==> src/rtl/pad_ctrl_bank.sv <==
// pad_ctrl_bank: per-pad control registers (shadow/active pairs with atomic
// apply) driving gf180mcu bidir pad controls, plus per-pad input
// synchronisation, debounce and rise/fall pulse generation.
//
// Config port: cfg_we / cfg_re / cfg_apply are single-cycle strobes sampled on
// the rising clock edge; there is no back-pressure, every strobe is accepted
// in the cycle it is seen. Read data appears on cfg_rdata the cycle after
// cfg_re and holds until the next read.
module pad_ctrl_bank #(
    parameter int  NUM_CH      = 40,
    parameter int  SYNC_STAGES = 2,
    parameter int  DEB_CYCLES  = 4,
    localparam int AW          = (NUM_CH > 1) ? $clog2(NUM_CH) : 1
) (
    input  logic              clk,
    input  logic              rst,
    input  logic              cfg_we,
    input  logic              cfg_re,
    input  logic [AW-1:0]     cfg_addr,
    input  logic [7:0]        cfg_wdata,
    input  logic              cfg_apply,
    output logic [7:0]        cfg_rdata,
    output logic              cfg_err,
    output logic              cfg_pending,
    input  logic [NUM_CH-1:0] core_out,
    input  logic [NUM_CH-1:0] pad_y,
    output logic [NUM_CH-1:0] pad_a,
    output logic [NUM_CH-1:0] pad_oe,
    output logic [NUM_CH-1:0] pad_ie,
    output logic [NUM_CH-1:0] pad_pu,
    output logic [NUM_CH-1:0] pad_pd,
    output logic [NUM_CH-1:0] pad_cs,
    output logic [NUM_CH-1:0] pad_sl,
    output logic [NUM_CH-1:0] in_level,
    output logic [NUM_CH-1:0] in_rise,
    output logic [NUM_CH-1:0] in_fall
);

    // Control byte layout
    localparam int B_OE      = 0;
    localparam int B_OUT_SRC = 1;
    localparam int B_OUT_LVL = 2;
    localparam int B_IE      = 3;
    localparam int B_PU      = 4;
    localparam int B_PD      = 5;
    localparam int B_CS      = 6;
    localparam int B_SL      = 7;

    localparam logic [7:0] CTRL_RST = 8'h08;

    logic [7:0] shadow_q [NUM_CH];
    logic [7:0] active_q [NUM_CH];
    logic [7:0] shadow_d [NUM_CH];
    logic [7:0] active_d [NUM_CH];
    logic       pending_d;
    logic       addr_ok;
    logic       wr_ok;

    assign addr_ok = (32'(cfg_addr) < NUM_CH);
    assign wr_ok   = cfg_we & addr_ok;

    // Next register state; apply copies the post-write shadow so a
    // concurrent write is forwarded into the active register.
    always_comb begin
        shadow_d  = shadow_q;
        active_d  = active_q;
        pending_d = 1'b0;
        if (wr_ok) begin
            shadow_d[cfg_addr] = cfg_wdata;
        end
        if (cfg_apply) begin
            active_d = shadow_d;
        end
        for (int i = 0; i < NUM_CH; i++) begin
            if (shadow_d[i] != active_d[i]) begin
                pending_d = 1'b1;
            end
        end
    end

    // Shadow/active register file and pending flag
    always_ff @(posedge clk) begin
        if (rst) begin
            for (int i = 0; i < NUM_CH; i++) begin
                shadow_q[i] <= CTRL_RST;
                active_q[i] <= CTRL_RST;
            end
            cfg_pending <= 1'b0;
        end else begin
            shadow_q    <= shadow_d;
            active_q    <= active_d;
            cfg_pending <= pending_d;
        end
    end

    // Registered read port and out-of-range error pulse; reads see the
    // shadow value from before any same-cycle write.
    always_ff @(posedge clk) begin
        if (rst) begin
            cfg_rdata <= 8'h00;
            cfg_err   <= 1'b0;
        end else begin
            if (cfg_re) begin
                cfg_rdata <= addr_ok ? shadow_q[cfg_addr] : 8'h00;
            end
            cfg_err <= (cfg_we | cfg_re) & ~addr_ok;
        end
    end

    // Pad controls decode straight from the active registers; PU wins over PD.
    always_comb begin
        pad_a  = '0;
        pad_oe = '0;
        pad_ie = '0;
        pad_pu = '0;
        pad_pd = '0;
        pad_cs = '0;
        pad_sl = '0;
        for (int i = 0; i < NUM_CH; i++) begin
            pad_oe[i] = active_q[i][B_OE];
            pad_ie[i] = active_q[i][B_IE];
            pad_pu[i] = active_q[i][B_PU];
            pad_pd[i] = active_q[i][B_PD] & ~active_q[i][B_PU];
            pad_cs[i] = active_q[i][B_CS];
            pad_sl[i] = active_q[i][B_SL];
            pad_a[i]  = active_q[i][B_OUT_SRC] ? core_out[i] : active_q[i][B_OUT_LVL];
        end
    end

    // Per-channel input conditioning
    for (genvar g = 0; g < NUM_CH; g++) begin : g_ch
        logic [SYNC_STAGES-1:0] sync_q;
        logic                   s;
        logic                   level_q;
        logic                   prev_q;
        logic                   rise_q;
        logic                   fall_q;

        assign s = sync_q[SYNC_STAGES-1];

        // Synchroniser chain for the asynchronous pad Y
        always_ff @(posedge clk) begin
            if (rst) begin
                sync_q <= '0;
            end else begin
                sync_q <= {sync_q[SYNC_STAGES-2:0], pad_y[g]};
            end
        end

        if (DEB_CYCLES == 0) begin : g_bypass
            // Debounce bypassed: level follows the synchronised input
            always_ff @(posedge clk) begin
                if (rst) begin
                    level_q <= 1'b0;
                end else begin
                    level_q <= s;
                end
            end
        end else begin : g_deb
            localparam int CW = $clog2(DEB_CYCLES + 1);
            logic [CW-1:0] cnt_q;

            // Accept a new level after DEB_CYCLES consecutive disagreeing samples
            always_ff @(posedge clk) begin
                if (rst) begin
                    cnt_q   <= '0;
                    level_q <= 1'b0;
                end else if (s == level_q) begin
                    cnt_q <= '0;
                end else if (cnt_q == CW'(DEB_CYCLES - 1)) begin
                    level_q <= s;
                    cnt_q   <= '0;
                end else begin
                    cnt_q <= cnt_q + 1'b1;
                end
            end
        end

        // Registered edge detect of the debounced level
        always_ff @(posedge clk) begin
            if (rst) begin
                prev_q <= 1'b0;
                rise_q <= 1'b0;
                fall_q <= 1'b0;
            end else begin
                prev_q <= level_q;
                rise_q <= level_q & ~prev_q;
                fall_q <= ~level_q & prev_q;
            end
        end

        assign in_level[g] = level_q;
        assign in_rise[g]  = rise_q;
        assign in_fall[g]  = fall_q;
    end

endmodule

==> config.mk <==
export PLATFORM = sky130hd
export DESIGN_NAME = pad_ctrl_bank
export DESIGN_NICKNAME = d
export VERILOG_FILES = /design/src/rtl/pad_ctrl_bank.sv
export SDC_FILE = /design/constraint.sdc
export NUM_CORES = 2
export LEC_CHECK = 0
export BUFFER_PORTS_ARGS = -buffer_cell sky130_fd_sc_hd__buf_2
export CELL_PAD_IN_SITES_DETAIL_PLACEMENT = 2
export CELL_PAD_IN_SITES_GLOBAL_PLACEMENT = 2
export CORE_ASPECT_RATIO = 1.4
export CORE_MARGIN = 10
export CORE_UTILIZATION = 39
export DETAILED_ROUTE_END_ITERATION = 6
export MAX_ROUTING_LAYER = met4
export PLACE_DENSITY = 0.82
export SLEW_MARGIN = 30
export SYNTH_ARGS = -nofsm -noshare
export SYNTH_HDL_FRONTEND = slang
export SYNTH_SLANG_ARGS = --single-unit
==> constraint.sdc <==
create_clock -name clk -period 6.17 [get_ports clk]
set_input_delay 1.851 -clock clk [delete_from_list [all_inputs] [get_ports clk]]
set_output_delay 1.851 -clock clk [all_outputs]
set_load 0.02 [all_outputs]
==> metrics <==
post-synthesis cell area=0.0450 mm²; Worst EP arrival=approximately 6400 ps; via count=about 43000; worst skew pair latency=760 ps; final wirelength=289 mm; Tightest Hold Check Type=reg -> reg; antenna-violating nets left=0; vias per cell=between 6 and 7; top-count cell post-synth=dfxtp_1; layout cells sized above 1=between 20% and 30%; maximum vdd ir drop=between 0.2 and 0.25 mV; dpl hpwl=~210 mm; Initial Util=between 30% and 40%; max-slew violations=0; drt pass-1 iters=6; setup ws final=between 300 and 400 ps; GPL Wtd Cong=~1.1; final setup violation count=0; Pint=about 0.011 W; Seq pwr share=44.8%; # Post-CTS Setup Buffers=0; Async S/R FF share, synth=0%; Tot GR Track Use=44.3%; PD cells=about 300 mW/mm²; pre-CTS WS=-192 ps; Clock transition at path regs=roughly 70 ps; synth unique cells=76; Final Instance Area=roughly 0.052 mm²; Final Net Count=5493; Slew @ Worst Pin=approximately 1200 ps; Worst Path Required=roughly 6700 ps; post-synthesis sequential area ratio=44.9%; Final Hold Viols=0; die area=between 0.1 and 0.15 mm²; die width=roughly 310 µm; CP Cell Sequence=buf_2, nand4b_1, nor2_1, buf_12, mux2i_1, xor2_1, nand4_1, nor4_1, buf_4, nand4_1, nor4_1, a41oi_1; maximum clock insertion buffer count=3; Worst setup EP type=flip-flop; Post-synth EDFFs=0; Final period util=between 90% and 100%; Filler Cells Inserted=12403; core area=between 0.1 and 0.15 mm²; CP max stage delay=980 ps; num ports=a little over 500; DR WL/cell=~42 µm; f_max=about 170 MHz; cell count after synthesis=approximately 5000; Core Rows=about 150; vias in the first global route=between 40000 and 50000; CTS resizes=0; largest net degree at the start of global routing=roughly 160; placed cell area=roughly 0.048 mm²; synth top area cells=dfxtp_1 45%, nor2_1 7.4%, buf_4 5.4%; first-pass GRT wire length=slightly below 400 mm; Synth Register Bits=between 1000 and 1500; fin util=45.5%; RSZ-0062 raised after global routing=no; register area=a little over 0.02 mm²; hold-fix buffers at CTS=0; initial antenna violation count=32; Iter 0 DRT Violations=~4500; clk root buf=clkbuf_16; area of the multi-input gates=0.0206 mm²; P&R area growth vs syn=16.1%; CTS HTree Levels=3; MaxCap Viol Count=0; CP max-delay cell=nor4_1; Post-route DRC=0; CP Launch Type=primary input; Crit Path Category=in -> reg; Comb pwr share=between 9 and 10%; Clk network pwr share=45.4%; Yosys top cell area share=44.9%; Die Y=between 400 and 500 µm; Lkg Pwr=21.7 nW; crit path max fanout=27; CTS tree=done; Slew HR=between 20% and 30%; post-route setup TNS=0 ps; Psw=~0.0044 W; largest area contributor in the netlist=dfxtp_1; Net Count, Synth=5206; Post-synth top cells=1010 x dfxtp_1, 891 x nor2_1, 325 x buf_4; GRT Residual Overflow=0; I/O Buffers=508; mean area per synthesized cell=~9 µm²; ys flop type=dfxtp_1; Ys Warns=0; clock tree sinks=1010; Net Sw Frac=between 20 and 30%; status=completed; Inserted Clock Buffers=roughly 100; min Tclk post-route=between 5000 and 6000 ps; Clock Skew=around 51 ps
power groups by stage:
| stage | logic, W | clock network, W | registers, W |
|---|---|---|---|
| floorplan | 0.000797 | 0 | 0.00690 |
| global placement | 0.00139 | 0 | 0.00703 |
| detailed placement | 0.00142 | 0 | 0.00704 |
| CTS | 0.00146 | 0.00704 | 0.00690 |
| global route | 0.00153 | 0.00731 | 0.00691 |
| finish | 0.00151 | 0.00700 | 0.00691 |
final timing paths:
path / start / endpoint / slack [ps] / depth (start not counted)
max: cfg_addr[5] / cfg_pending / 330 / 12
min: g_ch[11].prev_q / g_ch[11].rise_q / 400 / 1
max reg2reg: pad_pu[21] / cfg_pending / 2000 / 10
min reg2reg: g_ch[11].prev_q / g_ch[11].rise_q / 400 / 1
layer usage:
layer	part of all wire, %	wire (µm)	track usage [%]
met2	46	134000	70.2
met5	0	0	-
met1	36	104000	47.1
met3	7.2	20900	9.62
met4	10	30100	37.0
sequential cells by signal, indices dropped and copies added (netlist names):
name	flops
cfg_rdata	8
g_ch.fall_q	40
pad_oe	40
g_ch.level_q	40
pad_pu	40
shadow_q	320
active_q	120
g_ch.sync_q	80
pad_ie	40
g_ch.rise_q	40
cfg_pending	1
pad_sl	40
cfg_err	1
g_ch.g_deb.cnt_q	120
g_ch.prev_q	40
pad_cs	40
final cells by class:
class                   count  area share [%]
diodes                     26           0.125
clock buffers             147            5.73
clock inverters            47            1.31
inverters                 144            1.03
multi-input cells        3212            39.4
flip-flops and latches   1010            38.7
well taps                1490            3.57
repair buffers            842            10.2
per-stage QoR:
stage	total power (W)	instances	hold slack, ps
detailed placement	0.00846	6698	395
global placement	0.00843	6697	388
global route	0.0158	6912	422
CTS	0.0154	6892	390
finish	0.0154	6918	402
floorplan	0.00770	5027	383
cells in the final DEF (no fill, tap or decap), types with 119 or more instances in the layout:
cell	instances
buf_4	315
xnor2_1	129
a211oi_1	293
buf_2	506
xor2_1	119
mux2i_1	199
dfxtp_1	1010
inv_1	141
a21oi_1	234
nor2b_1	209
nor2_1	891
worst max-delay path, delay by kind of cell:
kind                   cells  cell delay [ps]
multiplexers               1              360
AO/OA/AOI/OAI              1              150
AND/OR/NAND/NOR            6             2620
buffers and inverters      3              760
XOR/XNOR                   1              600
cells by family after synthesis:
family                   after synthesis  share of synthesized area, %
AND/OR/NAND/NOR                     1698                          18.5
flip-flops                          1010                          44.9
AO/OA/AOI/OAI                        946                          14.6
buffers and inverters                805                          9.54
XOR/XNOR                             254                          4.94
multiplexers                         234                          5.30
adder cells (fa/ha/maj)               80                          2.22
No activity file was read; power rests on OpenSTA's default activity.
